==> src/rtl/imm_encoder_pkg.sv <==
// Shared definitions for the immediate encoder: format selects, reject causes,
// base opcodes and the buffered output word layout.
package imm_encoder_pkg;

    typedef enum logic [2:0] {
        IMM_I = 3'b000,
        IMM_S = 3'b001,
        IMM_U = 3'b010,
        IMM_B = 3'b101,
        IMM_J = 3'b110
    } imm_src_e;

    typedef enum logic [1:0] {
        ERR_NONE     = 2'b00,
        ERR_BAD_SRC  = 2'b01,
        ERR_RANGE    = 2'b10,
        ERR_MISALIGN = 2'b11
    } err_code_e;

    localparam logic [6:0] OPC_LOAD   = 7'b0000011;
    localparam logic [6:0] OPC_OP_IMM = 7'b0010011;
    localparam logic [6:0] OPC_AUIPC  = 7'b0010111;
    localparam logic [6:0] OPC_STORE  = 7'b0100011;
    localparam logic [6:0] OPC_LUI    = 7'b0110111;
    localparam logic [6:0] OPC_BRANCH = 7'b1100011;
    localparam logic [6:0] OPC_JALR   = 7'b1100111;
    localparam logic [6:0] OPC_JAL    = 7'b1101111;

    localparam logic [31:0] ADDR_STEP = 32'd4;

    typedef struct packed {
        logic [31:0] instr;
        logic [31:0] addr;
    } out_word_t;

    // True when v[31:lsb] is all zeros or all ones, i.e. v fits a signed field below lsb+1 bits.
    function automatic logic upper_uniform(input logic [31:0] v, input int unsigned lsb);
        logic [31:0] s;
        s = 32'($signed(v) >>> lsb);
        return (s == '0) || (s == '1);
    endfunction

endpackage

==> src/rtl/imm_field_packer.sv <==
// Combinational instruction packer: scatters the immediate and register fields
// into a 32-bit word for the selected format and classifies illegal requests.
module imm_field_packer
    import imm_encoder_pkg::*;
(
    input  logic [2:0]  imm_src,
    input  logic [31:0] imm,
    input  logic [6:0]  opcode,
    input  logic [2:0]  funct3,
    input  logic [4:0]  rd,
    input  logic [4:0]  rs1,
    input  logic [4:0]  rs2,
    output logic [31:0] instr,
    output err_code_e   err_code
);

    imm_src_e src;
    assign src = imm_src_e'(imm_src);

    always_comb begin
        instr      = '0;
        instr[6:0] = opcode;
        err_code   = ERR_NONE;
        case (src)
            IMM_I: begin
                instr[31:20] = imm[11:0];
                instr[19:15] = rs1;
                instr[14:12] = funct3;
                instr[11:7]  = rd;
                if (!upper_uniform(imm, 11)) err_code = ERR_RANGE;
            end
            IMM_S: begin
                instr[31:25] = imm[11:5];
                instr[24:20] = rs2;
                instr[19:15] = rs1;
                instr[14:12] = funct3;
                instr[11:7]  = imm[4:0];
                if (!upper_uniform(imm, 11)) err_code = ERR_RANGE;
            end
            IMM_B: begin
                instr[31]    = imm[12];
                instr[30:25] = imm[10:5];
                instr[24:20] = rs2;
                instr[19:15] = rs1;
                instr[14:12] = funct3;
                instr[11:8]  = imm[4:1];
                instr[7]     = imm[11];
                // Range outranks misalignment when both apply.
                if (!upper_uniform(imm, 12)) err_code = ERR_RANGE;
                else if (imm[0])             err_code = ERR_MISALIGN;
            end
            IMM_U: begin
                instr[31:12] = imm[31:12];
                instr[11:7]  = rd;
                if (imm[11:0] != '0) err_code = ERR_RANGE;
            end
            IMM_J: begin
                instr[31]    = imm[20];
                instr[30:21] = imm[10:1];
                instr[20]    = imm[11];
                instr[19:12] = imm[19:12];
                instr[11:7]  = rd;
                if (!upper_uniform(imm, 20)) err_code = ERR_RANGE;
                else if (imm[0])             err_code = ERR_MISALIGN;
            end
            default: err_code = ERR_BAD_SRC;
        endcase
    end

endmodule

==> src/rtl/imm_encoder.sv <==
// Instruction encoder: packs requests into words, tags them with a running address
// and delivers them through a two-entry skid buffer; rejects are counted, not emitted.
module imm_encoder
    import imm_encoder_pkg::*;
#(
    parameter logic [31:0] BASE_ADDR = 32'h0000_0000
) (
    input  logic        clk,
    input  logic        rst,
    input  logic        in_valid,
    output logic        in_ready,
    input  logic [2:0]  imm_src,
    input  logic [31:0] imm,
    input  logic [6:0]  opcode,
    input  logic [2:0]  funct3,
    input  logic [4:0]  rd,
    input  logic [4:0]  rs1,
    input  logic [4:0]  rs2,
    output logic        out_valid,
    input  logic        out_ready,
    output logic [31:0] instr,
    output logic [31:0] out_addr,
    output logic        err_valid,
    output logic [1:0]  err_code,
    output logic [7:0]  err_count
);

    localparam int DEPTH = 2;

    logic [31:0] packed_instr;
    err_code_e   packed_err;

    imm_field_packer u_packer (
        .imm_src  (imm_src),
        .imm      (imm),
        .opcode   (opcode),
        .funct3   (funct3),
        .rd       (rd),
        .rs1      (rs1),
        .rs2      (rs2),
        .instr    (packed_instr),
        .err_code (packed_err)
    );

    logic [1:0]  count_reg, count_next;
    logic [31:0] addr_reg, addr_next;
    logic        err_valid_reg, err_valid_next;
    err_code_e   err_code_reg, err_code_next;
    logic [7:0]  err_count_reg, err_count_next;

    logic        accept, push, reject, pop;
    logic [1:0]  wr_slot;
    out_word_t   new_word;

    assign in_ready = !rst && (count_reg != 2'(DEPTH));
    assign accept   = in_valid && in_ready;
    assign push     = accept && (packed_err == ERR_NONE);
    assign reject   = accept && (packed_err != ERR_NONE);
    assign pop      = out_valid && out_ready;
    // A pop shifts the skid entry down first, so the new word lands one slot lower.
    assign wr_slot  = count_reg - {1'b0, pop};
    assign new_word = {packed_instr, addr_reg};

    for (genvar gi = 0; gi < DEPTH; gi++) begin : g_entry
        out_word_t word_reg, word_next, shift_src;

        if (gi < DEPTH - 1) begin : g_shift
            assign shift_src = g_entry[gi + 1].word_reg;
        end else begin : g_hold
            assign shift_src = word_reg;
        end

        always_comb begin
            word_next = pop ? shift_src : word_reg;
            if (push && (wr_slot == 2'(gi))) word_next = new_word;
        end

        always_ff @(posedge clk) begin
            word_reg <= word_next;
        end
    end

    always_comb begin
        count_next = count_reg;
        if (push && !pop)      count_next = count_reg + 2'd1;
        else if (pop && !push) count_next = count_reg - 2'd1;

        addr_next      = push ? addr_reg + ADDR_STEP : addr_reg;
        err_valid_next = reject;
        err_code_next  = reject ? packed_err : ERR_NONE;
        err_count_next = err_count_reg;
        if (reject && (err_count_reg != 8'hFF)) err_count_next = err_count_reg + 8'd1;
    end

    always_ff @(posedge clk) begin
        if (rst) begin
            count_reg     <= '0;
            addr_reg      <= BASE_ADDR;
            err_valid_reg <= 1'b0;
            err_code_reg  <= ERR_NONE;
            err_count_reg <= '0;
        end else begin
            count_reg     <= count_next;
            addr_reg      <= addr_next;
            err_valid_reg <= err_valid_next;
            err_code_reg  <= err_code_next;
            err_count_reg <= err_count_next;
        end
    end

    assign out_valid = (count_reg != 2'd0);
    assign instr     = g_entry[0].word_reg.instr;
    assign out_addr  = g_entry[0].word_reg.addr;
    assign err_valid = err_valid_reg;
    assign err_code  = err_code_reg;
    assign err_count = err_count_reg;

endmodule

==> config.mk <==
export PLATFORM = sky130hd
export DESIGN_NAME = imm_encoder
export DESIGN_NICKNAME = d
export VERILOG_FILES = /design/src/rtl/imm_encoder_pkg.sv /design/src/rtl/imm_field_packer.sv /design/src/rtl/imm_encoder.sv
export SDC_FILE = /design/constraint.sdc
export NUM_CORES = 1
export LEC_CHECK = 0
export ABC_AREA = 1
export ABC_CLOCK_PERIOD_IN_PS = 8550
export CAP_MARGIN = 20
export CORE_MARGIN = 1
export CORE_UTILIZATION = 50
export CTS_BUF_LIST = sky130_fd_sc_hd__clkbuf_8
export DETAILED_ROUTE_END_ITERATION = 8
export PLACE_DENSITY_LB_ADDON = 0.08
export SYNTH_ARGS = -nofsm -noshare
export SYNTH_HDL_FRONTEND = slang
export SYNTH_SLANG_ARGS = --single-unit
==> constraint.sdc <==
create_clock -name clk -period 8.55 [get_ports clk]
set_input_delay 1.2825 -clock clk [delete_from_list [all_inputs] [get_ports clk]]
set_output_delay 1.2825 -clock clk [all_outputs]
set_load 0.005 [all_outputs]
## After elaboration in Yosys (flattened, before gate mapping)

Cells that the tools add are included.

- Add/subtract/negate cells: 5
- Multiply operators: 0
- Div/mod/pow operators: 0
- Order comparisons: 0
- Equality and inequality tests: 10
- Shift operators: 0
- Muxes and demuxes: 11
- Bitwise operators: 1
- Reduce and logical (&&, ||, !) cells: 29

Operators by type and width:

| cell | count |
|---|---|
| 64-bit two-way mux | 2 |
| 25-bit case mux with 5 select lines | 1 |
| 32-bit == test (second input constant) | 3 |
| 32-bit zero test | 3 |
| 32-bit by 3-bit adder with 32-bit output (second input constant) | 1 |
| 2-bit two-way mux | 7 |
| 12-bit nonzero test | 1 |
| 1-bit logical AND | 10 |
| 8-bit by 1-bit adder with 8-bit output (second input constant) | 1 |
| 8-bit != test (second input constant) | 1 |
| 2-bit case mux with 4 select lines | 1 |
| 2-bit nonzero test | 4 |
| 3-bit == test (second input constant) | 2 |
| 2-bit zero test | 2 |
| 2-bit OR reduction | 2 |
| 3-bit by 1-bit == test with 1-bit output (second input constant) | 1 |
| 3-bit by 2-bit == test with 1-bit output (second input constant) | 1 |
| 1-bit zero test | 3 |
| 3-bit zero test | 1 |
| 1-bit logical OR | 3 |
| 2-bit by 1-bit adder with 2-bit output (second input constant) | 1 |
| 2-bit by 1-bit == test with 1-bit output (second input constant) | 1 |
| 2-bit != test (second input constant) | 1 |
| 2-bit by 1-bit subtractor with 2-bit output | 1 |
| 2 further kinds | 2 |

- Register bits after elaboration: 173
- Latch bits: 0
- RAM bits: 0
- ROM bits: 0
- Bits of input ports: 64
- Output and inout bits: 77
- Logic and storage cells: 65
- Memories kept: 0

## Longest topological paths before layout

Gate-level depths: netlist of run 1.

- Depth in word-level cells: 10
- Depth in mapped cells: 17
- Depth with buffers taken out: 16

## Cells and area by module

From an unflattened synthesis of run 1, not the netlist that was laid out.

- Cells, all modules: 835
- Area total of the unflattened synthesis: 7722.4 µm²

Modules (own cells, without submodules):

| module | instances | cells each | area each (µm²) | sequential area each (µm²) |
|---|---|---|---|---|
| imm_encoder | 1 | 670 | 6950.4 | 4584.4 |
| imm_field_packer | 1 | 165 | 772.0 | 0.0 |

## Least setup slack after synthesis of run 1

No wires, ideal clock.

- Path type: input-to-reg
- Start point: in imm[26]
- End point: reg g_entry[1].word_reg, in the netlist g_entry[0].shift_src[10], enable pin
- Setup time: 0.559 ns
- Data arrival time: 6.600 ns
- Required time: 7.991 ns
- Slack: 1.392 ns
- Cell stages on the path: 12
- Path buffers: 1
- Cells stage by stage: nor2_1 nand2_1 nor2_1 nand2_1 nand2_1 nand2_1 nand2_1 nand3_1 nor2_4 nand3_4 clkbuf_1 nor3_1

- Cells in the longest elaborated chain, start to end: 7
- Elaborated cells on any way between the ends: 16
- Classes of those cells: eq/ne: 3; mux: 4; reduce/logical: 9

RTL lines:

| what | line | RTL |
|---|---|---|
| from (decl) | imm_encoder.sv:13 | `input logic [31:0] imm,` |
| 32-bit == test or 32-bit zero test (tied branches) | imm_encoder_pkg.sv:40 | `return (s == '0) \|\| (s == '1);` |
| 1-bit logical OR | imm_encoder_pkg.sv:40 |  |
| 2-bit two-way mux, on equally long branches | - |  |
| 2-bit case mux with 4 select lines * | imm_field_packer.sv:24 | `case (src)` |
| 2-bit zero test * | imm_encoder.sv:57 | `assign push = accept && (packed_err == ERR_NONE);` |
| 1-bit logical AND * | imm_encoder.sv:57 |  |
| 1-bit logical AND * | imm_encoder.sv:75 | `if (push && (wr_slot == 2'(gi))) word_next = new_word;` |
| to (signal assigned) | imm_encoder.sv:79 | `word_reg <= word_next;` |
| to (decl) | imm_encoder.sv:65 | `out_word_t word_reg, word_next, shift_src;` |

Every way passes the cells marked *; elsewhere a longest branch is shown, timed or not.
A chain may end at the register's enable or synchronous reset.

## Worst setup path after layout of run 1

- Start point: in imm_src[1]
- End point: reg g_entry[0].word_reg, in the netlist instr[30], enable pin

- Cells in the longest elaborated chain, start to end: 7
- Elaborated cells on any way between the ends: 11
- Classes of those cells: eq/ne: 4; mux: 1; reduce/logical: 6

RTL lines:

| what | line | RTL |
|---|---|---|
| from (decl) | imm_encoder.sv:12 | `input logic [2:0] imm_src,` |
| 3-bit by 1-bit == test with 1-bit output or 3-bit zero test (tied branches) | imm_field_packer.sv:24 |  |
| 2-bit OR reduction (no source line) | - |  |
| 2-bit case mux with 4 select lines * | imm_field_packer.sv:24 |  |
| 2-bit zero test * | imm_encoder.sv:57 |  |
| 1-bit logical AND * | imm_encoder.sv:57 |  |
| 1-bit logical AND * | imm_encoder.sv:75 |  |
| 2-bit nonzero test (no source line) * | - |  |
| to (signal assigned) | imm_encoder.sv:79 |  |
| to (decl) | imm_encoder.sv:65 |  |

Marked as above.

==> flow_summary.ini, run 1 <==
[timing]
layout_min_cycle_time_ns = 5.40
fin_skew_ns = 0.0160
worstMarginPinSlew_ns = 0.846
finalMaxSlewViolations = 0
finalCritPeriodShare_pct = 63.2
max_freq_mhz = 185
rsz0062_at_grt = no
relSlewSlack_pct = 43.4
hold_viol = 0
setup-violations-final = 0
finalSetupTns_ns = 0

[critical_path]
path_max_fanout = 38
endpoint = instr[30]$_DFFE_PP_
reg2reg_slack_ns = 4.83
cp-start-kind = primary input
reg2reg_from = count_reg[0]$_SDFFE_PP0P_
crit_start = imm_src[1]
r2r_cells = 10
timing.rr.end = instr[30]$_DFFE_PP_
critPathRequiredTime_ns = 8.75
worstPathArrival_ns = 5.60
end_kind = flop
crit_type = primary input to flop

[cells_and_area]
drive_gt1_share_pct = 5.01
fin_nets = 1053
multi_input_comb_area_um2 = 2760
largest_reg_flops = 62
num_antenna_cells = 0
layout_common_cells = 223 x nand2_1, 138 x clkdlybuf4s50_1, 124 x edfxtp_1
fin_cells = 1209
mostFrequentLayoutCell = nand2_1
fill_cells = 1274
area_delta_synth_final_pct = 24.8
register_area_um2 = 4580

[drt]
wire_per_inst_um = 15.3
drtAntennaViolNets = 0
viasPerCell = 5.14
dr.first_iter.drc_count = 454
drtPass1Iterations = 5
drc = 0
drt-total-wl_mm = 18.6
vias = 6217

[power]
power.share.switching_pct = 30.2
switching_power_mw = 0.629
combPwrFrac_pct = 23.5
intPower_mw = 1.45
cellLeakagePower_nw = 3.68
clkPwrFrac_pct = 26.2
ir_drop_mv = 0.131
powerDensity_nw_per_um2 = 213
p_seq_share_pct = 50.2

[die]
initial_utilization_pct = 51.3
coreArea_um2 = 15300
ioPinCount = 141
die_area_um2 = 16200
num_rows = 45
die-width_um = 127
dieHeight_um = 127

[clock_network]
cts_root_buffer = clkbuf_8
numCtsBuffers = 17
htree_levels = 4
clk_latency_ns = 0.47
clockBufferDepth = 2
clock-sinks = 167
cts_tree = yes
cts_setup_buffers = 0
clkTransAtPathRegs_ns = 0.09
ctsResizeCount = 0
hold_buffers = 0

[global_route]
grt_max_degree = 70
grt_pass1_wl_mm = 29.5
grt_pass1_vias = 5688
grt_antenna_before_repair = 0
grt_usage_pct = 23.7
globalRoute.totalOverflow = 0

[logic_synthesis]
synth_cell_types = 39
synth_area_um2 = 7830
syn_area_per_cell_um2 = 9.18
ys_seq_area_share_pct = 58.5
yosysWarnings = 0
ys_ff_latch = 167
syn-instance-count = 853

[place]
dp_hpwl_mm = 13.1
portBuffers = 138
dp.cells = 1177
gp_congestion = 0.908

[hold_path]
holdCritPathClass = flop to flop

[flow_run]
drv_cap = 0

[outcome]
outcome = finished, final reports clean
[stage by stage]
stage | hold WS, ns | worst slack, ns | utilization (%) | total power [mW] | instance area (um2)
final | 0.472 | 3.15 | 64.1 | 2.08 | 9770
after global routing | 0.494 | 2.80 | 64.1 | 2.18 | 9770
after CTS | 0.479 | 3.20 | 64.1 | 2.10 | 9770
after detailed placement | 0.459 | 2.74 | 61.5 | 1.56 | 9380
after global placement | 0.458 | 2.79 | 61.5 | 1.55 | 9380
after floorplan | 0.430 | 1.39 | - | 1.28 | 7840
[cells by family (layout without fill, tap and decap cells)]
| family | Yosys count | count (layout) | share of synthesized area (%) |
|---|---|---|---|
| AO/OA/AOI/OAI | 110 | 110 | 8.00 |
| XOR/XNOR | 32 | 32 | 3.58 |
| adder cells (fa/ha/maj) | 4 | 4 | 0.639 |
| buffers and inverters | 122 | 266 | 6.41 |
| flip-flops | 167 | 167 | 58.5 |
| other | 1 | 2 | 0.0479 |
| AND/OR/NAND/NOR | 417 | 417 | 22.8 |
[per-layer routing]
metal	wire length [um]	vias up	global-route usage, %
met4	399	0	8.89
li1	-	3147	-
met1	8700	2825	33.6
met5	0	-	0
met3	1050	31	4.31
met2	8400	214	36.4
[worst min path at each step]
stage | end | start | slack [ns] | depth (start not counted)
2_1_floorplan | g_entry[0].shift_src[31]$_DFFE_PP_ | addr_reg[31]$_SDFFE_PP0P_ | 0.43 | 0
3_3_place_gp | g_entry[0].shift_src[31]$_DFFE_PP_ | addr_reg[31]$_SDFFE_PP0P_ | 0.46 | 0
3_5_place_dp | g_entry[0].shift_src[31]$_DFFE_PP_ | addr_reg[31]$_SDFFE_PP0P_ | 0.46 | 0
4_1_cts | g_entry[0].shift_src[31]$_DFFE_PP_ | addr_reg[31]$_SDFFE_PP0P_ | 0.48 | 0
5_1_grt | g_entry[0].shift_src[31]$_DFFE_PP_ | addr_reg[31]$_SDFFE_PP0P_ | 0.49 | 0
6_report | g_entry[0].shift_src[31]$_DFFE_PP_ | addr_reg[31]$_SDFFE_PP0P_ | 0.47 | 0
[cell usage after synthesis, drive strengths merged]
library cell,n,area [um2]
o2bb2ai,1,8.76
nand3,42,223
dfxtp,43,861
a21oi,36,184
edfxtp,124,3720
nand2,226,858
clkbuf,21,78.8
o32ai,1,8.76
a22o,1,8.76
inv,87,329
clkinv,1,3.75
o21ai,47,235
a221oi,1,8.76
buf,13,90.1
a22oi,21,158
nor3,20,100
ha,4,50.1
nand4,34,213
conb,1,3.75
o211ai,1,7.51
o21a,1,7.51
nor2,86,333
xor2,31,272
and2,4,25.0
nor3b,1,7.51
nor4,4,25.0
xnor2,1,8.76
[critical path, stage by stage]
cell             delay, ns
clkdlybuf4s50_1       0.51
inv_1                 0.05
nor2_1                0.56
inv_1                 0.12
nor2_1                0.66
nand2_1               0.14
nand3_1               0.17
nor2_4                0.14
nand3_4               0.32
inv_4                 0.22
nand2_4               0.36
nand2_2               0.58
buf_4                 0.44
[power groups by stage]
stage          sequential (mW)  clock (mW)  combinational, mW
6_report                  1.05       0.546              0.490
5_1_grt                   1.05       0.587              0.534
4_1_cts                   1.05       0.553              0.496
3_5_place_dp              1.07           0              0.493
3_3_place_gp              1.06           0              0.490
2_1_floorplan             1.08           0              0.201
[area by class of cell]
type	instances	area share, %
multi-input combinational	565	28.2
tap	211	2.70
timing repair buffer	146	14.7
clock buffer	17	2.39
inverter	88	3.41
sequential	167	46.9
clock inverter	15	1.61
Note: power is estimated with default switching activity, not from simulation.
==> inputs of run 2 (changes only) <==
ABC_CLOCK_PERIOD_IN_PS = 4600   (was 8550)
CORE_UTILIZATION = 49   (was 50)
clock period = 4.6 ns   (was 8.55 ns; I/O delays follow)
==> run 2 against run 1 <==
Against the previous run:
- design area increased by 0.63%
- clock-buffer cell count unchanged
- combinational power increased by 89%
- register-to-register slack got worse by 3.5 ns
- sequential cell count unchanged
- first-iteration DRC count decreased by 3.3%
- wire length increased by 3.1%
- global-route usage increased by 0.49 points
- worst setup slack got worse by 2.0 ns
- sequential power increased by 85%
- cell count increased by 0.17%
==> flow_summary.ini, run 2 (synthesized netlist as in run 1, its figures left out) <==
[outcome]
outcome = finished, final reports clean

[die]
die_area_um2 = 16500
ioPinCount = 141
initial_utilization_pct = 50.8
die-width_um = 128
dieHeight_um = 128
coreArea_um2 = 15400
num_rows = 45

[critical_path]
crit_top_cell = nor2_1
worstPathArrival_ns = 3.58
cp-start-kind = primary input
r2r_cells = 10
critPathRequiredTime_ns = 4.72
crit_type = primary input to flop
path_max_fanout = 62
cpPeakStageDelay_ns = 0.51
end_kind = flop
cp_slowest_cell = clkdlybuf4s50_1
crit_chain = clkdlybuf4s50_1 -> inv_1 -> nor2_1 -> nor2_1 -> inv_2 -> nor2_1 -> nor2_2 -> nand3_4 -> inv_4 -> nand2_4 -> nand2_2 -> buf_12

[cells_and_area]
mostFrequentLayoutCell = nand2_1
postLayoutCoreUtil_pct = 63.7
num_antenna_cells = 0
fin_nets = 1055
largest_reg_flops = 62
layout_common_cells = 223 x nand2_1, 138 x clkdlybuf4s50_1, 124 x edfxtp_1
drive_gt1_share_pct = 5.30
area_delta_synth_final_pct = 25.6

[drt]
wire_per_inst_um = 15.8
drtPass1Iterations = 5
vias = 6291
drtAntennaViolNets = 0
drt-total-wl_mm = 19.1
drc = 0
dr.first_iter.drc_count = 439
viasPerCell = 5.19

[timing]
fin_skew_ns = 0.0208
setup-violations-final = 0
whs_ns = 0.467
hold_viol = 0
max_freq_mhz = 289
worstMarginPinSlew_ns = 0.994
layout_setup_ws_ns = 1.14
finalMaxSlewViolations = 0
rsz0062_at_grt = no
layout_min_cycle_time_ns = 3.46
finalCritPeriodShare_pct = 75.2
finalSetupTns_ns = 0
relSlewSlack_pct = 33.7

[hold_path]
min_path_cells = 0
holdCritPathClass = flop to flop

[power]
intPower_mw = 2.74
powerDensity_nw_per_um2 = 397
total_power_mw = 3.90
combPwrFrac_pct = 23.8
power.share.switching_pct = 29.7
ir_drop_mv = 0.208
clkPwrFrac_pct = 26.5
cellLeakagePower_nw = 3.70
switching_power_mw = 1.16
p_seq_share_pct = 49.7

[clock_network]
clk_latency_ns = 0.46
cts_tree = yes
clkTransAtPathRegs_ns = 0.10
cts_setup_buffers = 0
numCtsBuffers = 17
ctsResizeCount = 0
clockBufferDepth = 2
htree_levels = 4
cts_root_buffer = clkbuf_8
clock-sinks = 167
hold_buffers = 0

[place]
dpl_worst_slack_ns = 0.656
gp_congestion = 0.901
dp_hpwl_mm = 13.3
portBuffers = 138

[global_route]
grt_pass1_vias = 5846
grt_pass1_wl_mm = 30.6
grt_antenna_before_repair = 0
grt_max_degree = 74
grt_usage_pct = 24.2
globalRoute.totalOverflow = 0

[flow_run]
drv_cap = 0
-- run 2: metal layers --
| metal | global-route usage [%] | share of wire, % | vias up |
|---|---|---|---|
| met5 | 0 | 0 | - |
| met2 | 38.6 | 47 | 191 |
| met3 | 5.61 | 6.4 | 15 |
| met1 | 33.4 | 46 | 2934 |
| met4 | 6.09 | 0.89 | 0 |
| li1 | - | - | 3151 |
-- run 2: path summary, 6_finish.rpt --
kind	start	to	slack, ns
setup reg to reg	count_reg[0]$_SDFFE_PP0P_	out_addr[28]$_DFFE_PP_	1.31
setup / recovery	imm_src[0]	out_addr[28]$_DFFE_PP_	1.14
hold reg to reg	addr_reg[31]$_SDFFE_PP0P_	g_entry[0].shift_src[31]$_DFFE_PP_	0.47
hold / removal	addr_reg[31]$_SDFFE_PP0P_	g_entry[0].shift_src[31]$_DFFE_PP_	0.47
-- run 2: per-stage QoR --
step                      std cells  area (um2)
final                          1211        9830
after global routing           1211        9830
after CTS                      1211        9830
after detailed placement       1179        9440
after global placement         1179        9440
after floorplan                 854        7850
-- run 2: area by class of cell --
| type | instances | area, um2 |
|---|---|---|
| clock buffers | 17 | 234 |
| clock inverters | 15 | 160 |
| fillers | 1331 | 5590 |
| inverters | 88 | 333 |
| multi-input cells | 565 | 2770 |
| flip-flops and latches | 167 | 4580 |
| well taps | 211 | 264 |
| repair buffers | 148 | 1490 |
-- run 2: critical path: cells and delay by family --
family        cells  cell delay (ns)
buf+inv           5             1.32
simple gates      7             1.49
-- run 2: power groups by stage --
stage	registers [mW]	logic [mW]	clock network, mW
global route	1.96	1.02	1.11
finish	1.94	0.928	1.03
CTS	1.94	0.942	1.06
floorplan	2.00	0.383	0
global placement	1.97	0.932	0
detailed placement	1.97	0.939	0
==> inputs of run 3 (changes only) <==
ABC_CLOCK_PERIOD_IN_PS = 3400   (was 4600)
CORE_UTILIZATION = 50   (was 49)
clock period = 3.4 ns   (was 4.6 ns; I/O delays follow)
==> run 3 against run 2 <==
Against the previous run:
- worst setup slack lost 0.59 ns
- sequential share of layout area decreased by 0.43 points
- die area shrank 2.0%
- largest cell class unchanged
==> flow_summary.ini, run 3 (synthesized netlist as in run 1, its figures left out) <==
[hold_path]
holdCritPathClass = flop to flop
min_path_cells = 0
hp-start = addr_reg[9]$_SDFFE_PP0P_
min_to = g_entry[0].shift_src[9]$_DFFE_PP_

[die]
die-width_um = 127
initial_utilization_pct = 51.3
die_area_um2 = 16200
coreArea_um2 = 15300
ioPinCount = 141
dieHeight_um = 127
num_rows = 45

[global_route]
grt_antenna_before_repair = 0
globalRoute.totalOverflow = 0
grt_pass1_wl_mm = 31.0
grt_usage_pct = 24.9
grt_pass1_vias = 5941
grt_max_degree = 55

[place]
dp.cells = 1189
place_area_um2 = 9560
portBuffers = 138
dp_hpwl_mm = 13.4
dpl_worst_slack_ns = 0.0748
gp_congestion = 0.911

[drt]
viasPerCell = 5.21
wire_per_inst_um = 15.7
drc = 0
drtPass1Iterations = 5
vias = 6358
dr.first_iter.drc_count = 483
drt-total-wl_mm = 19.2
drtAntennaViolNets = 0

[power]
power.share.switching_pct = 30.2
cellLeakagePower_nw = 3.76
ir_drop_mv = 0.379
total_power_mw = 5.26
combPwrFrac_pct = 24.8
intPower_mw = 3.67
clkPwrFrac_pct = 25.5
p_seq_share_pct = 49.7
switching_power_mw = 1.59
powerDensity_nw_per_um2 = 530

[cells_and_area]
largest_reg_flops = 62
fin_nets = 1065
postLayoutCoreUtil_pct = 65.1
mostFrequentLayoutCell = nand2_1
area_delta_synth_final_pct = 26.8
drive_gt1_share_pct = 6.44
multi_input_comb_area_um2 = 2780
fin_cells = 1221
layout_common_cells = 223 x nand2_1, 138 x clkdlybuf4s50_1, 124 x edfxtp_1
num_antenna_cells = 0
fin_area_um2 = 9930
fill_cells = 1284
register_area_um2 = 4580

[outcome]
outcome = finished, final reports clean

[timing]
max_freq_mhz = 351
layout_min_cycle_time_ns = 2.85
hold_viol = 0
worstMarginPinSlew_ns = 0.531
finalSetupTns_ns = 0
setup-violations-final = 0
fin_skew_ns = 0.0111
whs_ns = 0.499
relSlewSlack_pct = 64.3
finalCritPeriodShare_pct = 83.7
finalMaxSlewViolations = 0
layout_setup_ws_ns = 0.553
rsz0062_at_grt = no

[flow_run]
drv_cap = 0

[clock_network]
cts_root_buffer = clkbuf_8
clock-sinks = 167
ctsResizeCount = 0
numCtsBuffers = 17
clk_latency_ns = 0.46
hold_buffers = 0
clockBufferDepth = 2
cts_setup_buffers = 0
htree_levels = 4
cts_tree = yes
clkTransAtPathRegs_ns = 0.09

[critical_path]
crit_type = primary input to flop
path_max_fanout = 41
critPathRequiredTime_ns = 3.55
timing.rr.end = out_addr[9]$_DFFE_PP_
cp-start-kind = primary input
r2r_cells = 10
reg2reg_from = count_reg[0]$_SDFFE_PP0P_
reg2reg_slack_ns = 1.05
worstPathArrival_ns = 3.00
end_kind = flop
==> run 3: cell types whose count changed in the layout (fill, tap and decap cells not counted), sizes merged <==
cell      before  now
buf           10   20
clkinv         5    3
inv           94   96
bufinv         1    0
clkinvlp       3    4
==> run 3: worst max-delay path by stage <==
stage | startpoint | cells past startpoint | slack (ns) | to
after floorplan | imm[21] | 12 | -0.13 | g_entry[0].shift_src[10]$_DFFE_PP_
after global placement | imm[20] | 14 | 0.15 | out_addr[12]$_DFFE_PP_
after detailed placement | imm[20] | 14 | 0.07 | out_addr[12]$_DFFE_PP_
after CTS | imm[20] | 14 | 0.55 | out_addr[10]$_DFFE_PP_
after global routing | imm[20] | 14 | 0.34 | out_addr[10]$_DFFE_PP_
final | imm[20] | 14 | 0.55 | out_addr[9]$_DFFE_PP_
==> run 3: area by class of cell <==
class / count / share of cell area, %
multi-input combinational: 565 / 28.0
tap: 211 / 2.66
clock inverter: 15 / 1.36
inverter: 88 / 3.35
sequential: 167 / 46.2
timing repair buffer: 158 / 16.1
clock buffer: 17 / 2.36
==> run 3: power groups by stage <==
stage / clock network (mW) / registers, mW / logic (mW)
after CTS: 1.37 / 2.62 / 1.31
final: 1.34 / 2.62 / 1.30
after global placement: 0 / 2.66 / 1.30
after floorplan: 0 / 2.69 / 0.523
after detailed placement: 0 / 2.67 / 1.31
after global routing: 1.47 / 2.64 / 1.42
==> run 3: per-layer routing <==
| metal | GRT usage (%) | share of wire, % | wire length (um) |
|---|---|---|---|
| met1 | 34.8 | 46 | 8800 |
| met5 | 0 | 0 | 0 |
| met4 | 7.28 | 1.7 | 323 |
| met3 | 5.03 | 6.0 | 1150 |
| met2 | 39.3 | 46 | 8910 |
==> run 3: worst max-delay path, cell delays in order <==
cell and delay (ns):
clkdlybuf4s50_1 0.64, nand2_1 0.09, nor2_1 0.14, nand3_1 0.09, nand2_1 0.10, nand2_1 0.06
nand2_1 0.07, nand3_2 0.08, nor2_4 0.16, nand3_4 0.12, inv_4 0.27, nand2_4 0.10
nand2_2 0.26, buf_12 0.28
